### config.mk
export PLATFORM = sky130hd
export DESIGN_NAME = serial_adder
export DESIGN_NICKNAME = d
export VERILOG_FILES = /design/src/rtl/serial_adder.sv
export SDC_FILE = /design/constraint.sdc
export NUM_CORES = 1
export LEC_CHECK = 0
export CORE_MARGIN = 2
export CORE_UTILIZATION = 52
export CTS_CLUSTER_DIAMETER = 60
export DETAILED_ROUTE_END_ITERATION = 8
export HOLD_SLACK_MARGIN = 0.03
export PLACE_DENSITY = 0.79
export RECOVER_POWER = 50
export SLEW_MARGIN = 10
export SYNTH_ARGS = -nofsm -noshare
export SYNTH_HDL_FRONTEND = slang
export SYNTH_SLANG_ARGS = --single-unit
### constraint.sdc
create_clock -name clk -period 1.9 [get_ports clk]
set_input_delay 0.285 -clock clk [delete_from_list [all_inputs] [get_ports clk]]
set_output_delay 0.285 -clock clk [all_outputs]
set_load 0.02 [all_outputs]
### src/rtl/serial_adder.sv
// rtl/serial_adder.sv - bit-serial N-bit adder driving a 1-bit full-adder cell

// Combinational 1-bit full adder cell
module full_adder (
  input  logic x,
  input  logic y,
  input  logic ci,
  output logic s,
  output logic co
);
  assign s  = x ^ y ^ ci;
  assign co = (x & y) | (ci & (x ^ y));
endmodule

// Bit-serial adder: one operand bit per cycle, LSB first, start/busy/done handshake
module serial_adder #(
  parameter int N = 8
) (
  input  logic         clk,
  input  logic         rst_n,
  input  logic         start,
  input  logic [N-1:0] a,
  input  logic [N-1:0] b,
  input  logic         c_in,
  output logic         busy,
  output logic         done,
  output logic [N-1:0] sum,
  output logic         c_out
);
  localparam int CW = (N > 1) ? $clog2(N) : 1;
  localparam logic [CW-1:0] LAST = CW'(N - 1);

  typedef enum logic [1:0] {
    IDLE = 2'd0,
    RUN  = 2'd1,
    DONE = 2'd2
  } state_t;

  state_t         state;
  state_t         state_nxt;
  logic [N-1:0]   a_sh;
  logic [N-1:0]   b_sh;
  logic [N-1:0]   s_sh;
  logic [N-1:0]   s_nxt;
  logic           carry;
  logic [CW-1:0]  cnt;
  logic           fa_s;
  logic           fa_co;
  logic           load;
  logic           step;
  logic           finish;

  full_adder u_fa (
    .x  (a_sh[0]),
    .y  (b_sh[0]),
    .ci (carry),
    .s  (fa_s),
    .co (fa_co)
  );

  // New sum bit enters at the MSB so the LSB-first stream lands in order
  generate
    if (N == 1) begin : g_one
      assign s_nxt = fa_s;
    end else begin : g_wide
      assign s_nxt = {fa_s, s_sh[N-1:1]};
    end
  endgenerate

  // State register
  always_ff @(posedge clk or negedge rst_n) begin
    if (!rst_n) state <= IDLE;
    else        state <= state_nxt;
  end

  // Next-state and datapath controls; start is only honoured in IDLE and DONE
  always_comb begin
    state_nxt = state;
    load      = 1'b0;
    step      = 1'b0;
    finish    = 1'b0;
    case (state)
      IDLE: begin
        if (start) begin
          load      = 1'b1;
          state_nxt = RUN;
        end
      end
      RUN: begin
        step = 1'b1;
        if (cnt == LAST) begin
          finish    = 1'b1;
          state_nxt = DONE;
        end
      end
      DONE: begin
        if (start) begin
          load      = 1'b1;
          state_nxt = RUN;
        end else begin
          state_nxt = IDLE;
        end
      end
      default: state_nxt = IDLE;
    endcase
  end

  // Operand/sum shift registers, carry and bit counter
  always_ff @(posedge clk or negedge rst_n) begin
    if (!rst_n) begin
      a_sh  <= '0;
      b_sh  <= '0;
      s_sh  <= '0;
      carry <= 1'b0;
      cnt   <= '0;
    end else if (load) begin
      a_sh  <= a;
      b_sh  <= b;
      s_sh  <= '0;
      carry <= c_in;
      cnt   <= '0;
    end else if (step) begin
      a_sh  <= a_sh >> 1;
      b_sh  <= b_sh >> 1;
      s_sh  <= s_nxt;
      carry <= fa_co;
      cnt   <= cnt + CW'(1);
    end
  end

  // Result registers update only on the completing edge and hold otherwise
  always_ff @(posedge clk or negedge rst_n) begin
    if (!rst_n) begin
      sum   <= '0;
      c_out <= 1'b0;
    end else if (finish) begin
      sum   <= s_nxt;
      c_out <= fa_co;
    end
  end

  assign busy = (state == RUN);
  assign done = (state == DONE);
endmodule

* Word level (Yosys, flattened, before mapping)
Cells that the tools add are included.
** Storage, ports and cells
- Flip-flop bits (word level) :: 39
- Output and inout bits :: 11
** Operators by class
- Reduce and logical (&&, ||, !) cells :: 4
- Multiplexer cells :: 19
- $add $sub $neg :: 1
- Eq/ne operators :: 5
- Bitwise operators :: 5
** Operators by type and width (count)
- 2-to-1 mux 8 bit :: 6
- 2-to-1 mux 1 bit :: 8
- 2-to-1 mux 3 bit :: 2
- case mux 2 bit (3 select lines) :: 1
- 2-to-1 mux 2 bit :: 2
- adder 3 x 1 -> 3 bit, second input constant :: 1
- == test 3 bit, second input constant :: 1
- AND 1 bit :: 2
- == test 2 x 1 -> 1 bit, second input constant :: 1
- == test 2 bit, second input constant :: 1
- zero test 2 bit :: 1
- != test 2 x 1 -> 1 bit, second input constant :: 1
- != test 2 bit, second input constant :: 1
- AND reduction 2 bit :: 1
- nonzero test 2 bit :: 1
- OR reduction 2 bit :: 1
- bitwise XOR 1 bit :: 2
- bitwise OR 1 bit :: 1

* Depth between registers and ports, before layout
- Depth after elaboration :: 5
- Mapped depth :: 6
- Depth with buffers taken out :: 4

* By module
A second synthesis with hierarchy kept.
** Second synthesis, totals
- Cell total of the unflattened synthesis :: 138
- Area total of the unflattened synthesis :: 1975.6 um^2
** By module, submodules not included
- serial_adder :: cells an instance 137, instances 1, seq. area each 950.9 um^2, area an instance 1955.6 um^2
- full_adder :: cells an instance 1, instances 1, seq. area each 0.0 um^2, area an instance 20.0 um^2

* Worst setup path after synthesis
Ideal clock, no wire load.
- Path kind :: reg-to-reg
- From :: reg cnt[0]
- To :: reg c_out
- Setup slack :: 0.529 ns
- Cell stages (with the launch flop) :: 5
- Data required time :: 1.775 ns
- Path buffers :: 0
- Data arrival time :: 1.246 ns
- Setup time :: 0.125 ns
- Path through :: dfrtp_1 > ha_1 > ha_1 > nand2_8 > mux2_4
** On the way
- Word-level cells in the longest chain between the ends :: 3
** RTL lines
- start, declared :: line 46 : logic [CW-1:0] cnt;
- start signal, assigned :: line 127 : cnt <= cnt + CW'(1);
- == test 3 bit :: line 91 : if (cnt == LAST) begin
- 2-to-1 mux 1 bit :: line 91
- 2-to-1 mux 1 bit :: line 82 : case (state)
- end signal, assigned :: line 138 : c_out <= fa_co;
- end, declared :: line 28 : output logic c_out
No other way between the ends.
A chain may end at the register's enable or synchronous reset.

* Worst setup path after layout
Ends and elaborated chain as after synthesis.

==> impl.org <==
** Status
- The flow ran to the end, and the final reports show no timing, DRC or antenna violations.

** Power and ir drop
- Relative contribution of the clock network to total power :: 0.131
- Switching Fraction :: 0.367
- Sequential share of power :: 0.420
- The internal power of the cells totals approximately 2.1 mW.
- Power density over cell area :: roughly 1600 mW/mm2
- Summed over all cells, the static leakage comes to about 1 nW.
- Across the VDD grid, the largest voltage drop is roughly 0.75 mV.
- Share of power burned in combinational logic :: 0.448
- In this run the power spent charging and discharging nets is about 1.2 mW.

** Floorplan
- Number of top-level design ports :: 31
- Die ar. :: approximately 0.0039 mm2
- Row count :: 21
- Die H :: slightly above 60 um
- For this configuration, the core starts out at a cell density of 0.537.
- The floorplan step set the die width to 62.2 um.
- In this run the standard cell core region covers 0.00328 mm2.

** Worst hold path
- Type of the worst min-delay path :: reg2reg

** Worst setup path
- The worst setup path is captured at a register.
- Req. time, crit path :: between 2 and 2.5 ns
- By startpoint and endpoint, the worst setup path is classified as reg2reg.
- The worst setup path is launched from a register.
- Arr. time, crit path :: slightly below 2 ns
- In this run the worst path has a maximum fanout of 10.

** Routing
- Total via count after detailed routing :: about 1,200
- Number of nets with antenna violations after routing :: 0
- After detailed routing, the number of vias per cell comes to 5.41.
- After the first detailed-routing iteration, the DRC count stood at 64.
- Final WL :: ~3200 um
- Dividing the detail-routed wire length by the instance count gives around 15 um.
- DRC :: 0
- Router iterations before antenna repair :: 4

** Yosys
- Post-Synthesis Cell Area :: 0.00176 mm2
- Yosys printed 0 warnings.
- Among all flip-flop cells after synthesis, the most frequent one is dfrtp_1.
- Synthesized netlist net count :: 157
- Synthesis inferred 38 register bits.
- Count of cell types in the netlist :: 26
- In the synthesized netlist the async set-or-reset flop fraction comes to 1.00.
- For this run, the register share of the synthesized area comes to 0.539.
- Number of flops mapped to enable cells by yosys :: 0
- Cell count after synthesis :: 134
- A synthesized cell averages 13.2 um2.

** Layout
- Non-filler cells in the finished layout :: between 200 and 250
- Final layout net count :: ~190
- Antenna diode instance count :: 0
- Layout cell share with drive strength beyond 1 :: 0.228
- Core occupancy in the finished layout :: 0.649
- From synthesis to final layout, the design area changed by 20.8%.

** Timing
- Final-report hold violation count :: 0
- For the final database, setup skew stands at around 0.011 ns.
- Post-layout minimum cycle time :: between 1.5 and 2 ns
- Slew at the pin with the worst max-slew slack :: roughly 0.91 ns
- Final number of setup-violating endpoints :: 0
- Fmax :: approximately 0.57 GHz
- Total Negative Setup Slacks :: 0 ns
- In the finished design, the share of the clock period the worst path needs comes to 0.919.
- Headroom to the max-slew limit :: 0.397
- RSZ-0062 raised after global routing :: no
- The number of slew-limit violations in the final report came to 0.

** GRT
- Global-route wire length before repair :: about 5600 um
- The via count of the first global-routing pass was between 1,000 and 1,500.
- Global-route total usage across every layer :: 0.187
- Maximum number of pins on one net before global-route repair :: 39
- Initial antenna violation count :: 0
- For this run the aggregate overflow at the end of global routing stands at 0.

** CTS
- TritonCTS clock tree :: yes
- After clock tree synthesis, the clock-pin slew on the worst setup and hold paths is about 0.11 ns.
- The H-tree generated during clock tree synthesis spans 2 levels.
- The clock net in this run drives a total of 38 sinks.
- At the later pin of the worst-skew pair, clock insertion delay measures about 0.35 ns.
- Library cell used as clock root buffer :: clkbuf_4
- In this run, CTS created clock tree buffers numbering 5.
- In this run the deepest clock path goes through 2 buffers.

** Placement
- Post-Place Cells :: 208
- Placed wire-length estimate after detailed placement :: between 2000 and 2500 um
- Port buffer count :: 30
- At the end of routability-driven placement, the weighted congestion stood at 0.757.

** Run
- Max-cap violations in this run came to 0.
worst paths after layout:
kind	start	slack [ns]	endpoint	cells after the start
setup / recovery	cnt[0]$_DFFE_PN0P_	0.15	c_out$_DFFE_PN0P_	4
hold / removal	sum[1]$_DFFE_PN0P_	0.52	sum[1]$_DFFE_PN0P_	1
setup reg to reg	cnt[0]$_DFFE_PN0P_	0.15	c_out$_DFFE_PN0P_	4
hold reg to reg	sum[1]$_DFFE_PN0P_	0.52	sum[1]$_DFFE_PN0P_	1
max in group asynchronous	rst_n	0.66	a_sh[7]$_DFFE_PN0P_	3
min in group asynchronous	rst_n	0.68	sum[1]$_DFFE_PN0P_	3
layer usage:
metal  global-route usage  vias to the layer above  wire length (um)
li1                     -                      547                 -
met2                0.319                       36              1590
met3               0.0399                        7               134
met5                    0                        -                 0
met4               0.0944                        0                56
met1                0.224                      584              1430
cell usage after synthesis (2+ instances only):
cell type | n | area share
dfrtp_1 | 38 | 0.54
inv_1 | 14 | 0.030
o22ai_1 | 12 | 0.043
a22o_1 | 11 | 0.055
a21oi_2 | 10 | 0.050
mux2_4 | 9 | 0.077
a21oi_1 | 5 | 0.014
buf_6 | 4 | 0.026
mux2i_1 | 4 | 0.023
a211oi_1 | 3 | 0.013
and2b_1 | 3 | 0.013
buf_2 | 3 | 0.0085
mux2_2 | 3 | 0.019
ha_1 | 2 | 0.014
o21ai_0 | 2 | 0.0057
layout by cell type, fill, tap and decap left out, drive strengths merged, types with 3 or more instances in the layout:
master / synthesis / final
a21oi: 15 / 15
o22ai: 12 / 12
buf: 8 / 6
clkbuf: 0 / 8
dfrtp: 38 / 38
clkdlybuf4s50: 0 / 26
a211oi: 3 / 3
inv: 15 / 15
a22o: 11 / 11
mux2: 12 / 12
mux2i: 4 / 4
and2b: 3 / 3
state kept, by name, summed over array words and instances (netlist names):
| name | cells |
|---|---|
| a_sh | 8 |
| b_sh | 8 |
| sum | 8 |
| s_sh | 7 |
| cnt | 3 |
| state | 2 |
| c_out | 1 |
| carry | 1 |
layout make-up:
cell class	count	area [um2]
tap	46	57.6
sequential	38	951
clock inverter	1	5.00
timing repair buffer	37	345
fill	282	1150
multi-input combinational	73	656
clock buffer	7	55.1
inverter	15	61.3
power groups by stage:
stage	combinational, mW	clock (mW)	sequential [mW]
2_1_floorplan	1.09	0	1.46
3_3_place_gp	1.49	0	1.42
3_5_place_dp	1.56	0	1.44
4_1_cts	1.55	0.456	1.42
5_1_grt	1.64	0.502	1.46
6_report	1.51	0.443	1.42
kinds of logic after synthesis:
group	count (synthesis)	synth area share
buffers and inverters	23	0.0801
DFF	38	0.539
adders and majority gates	3	0.0255
AOI/OAI and AO/OA	44	0.184
muxes	16	0.118
xor gates and xnor gates	1	0.00497
and+or+nand+nor	9	0.0482
metrics by stage:
step	setup WS, ns	power (mW)	area (um2)	hold WS [ns]
floorplan	0.529	2.56	1760	-0.0106
CTS	0.160	3.43	2150	0.522
detailed placement	0.196	2.99	2080	0.365
global placement	0.272	2.91	2080	0.353
finish	0.153	3.37	2130	0.520
global route	0.0751	3.61	2130	0.535
critical path: stages (launching register included):
cell     delay [ns]
dfrtp_1        0.43
ha_1           0.22
ha_1           0.19
nand2_1        0.46
mux2_4         0.34
timing repair:
action	CTS	global route
hold endpoints to repair	38	0
resized for setup	2	0
hold buffers	1	0
endpoints found under the setup margin	2	0
setup buffers	0	0
(Power assumes the default switching activity.)
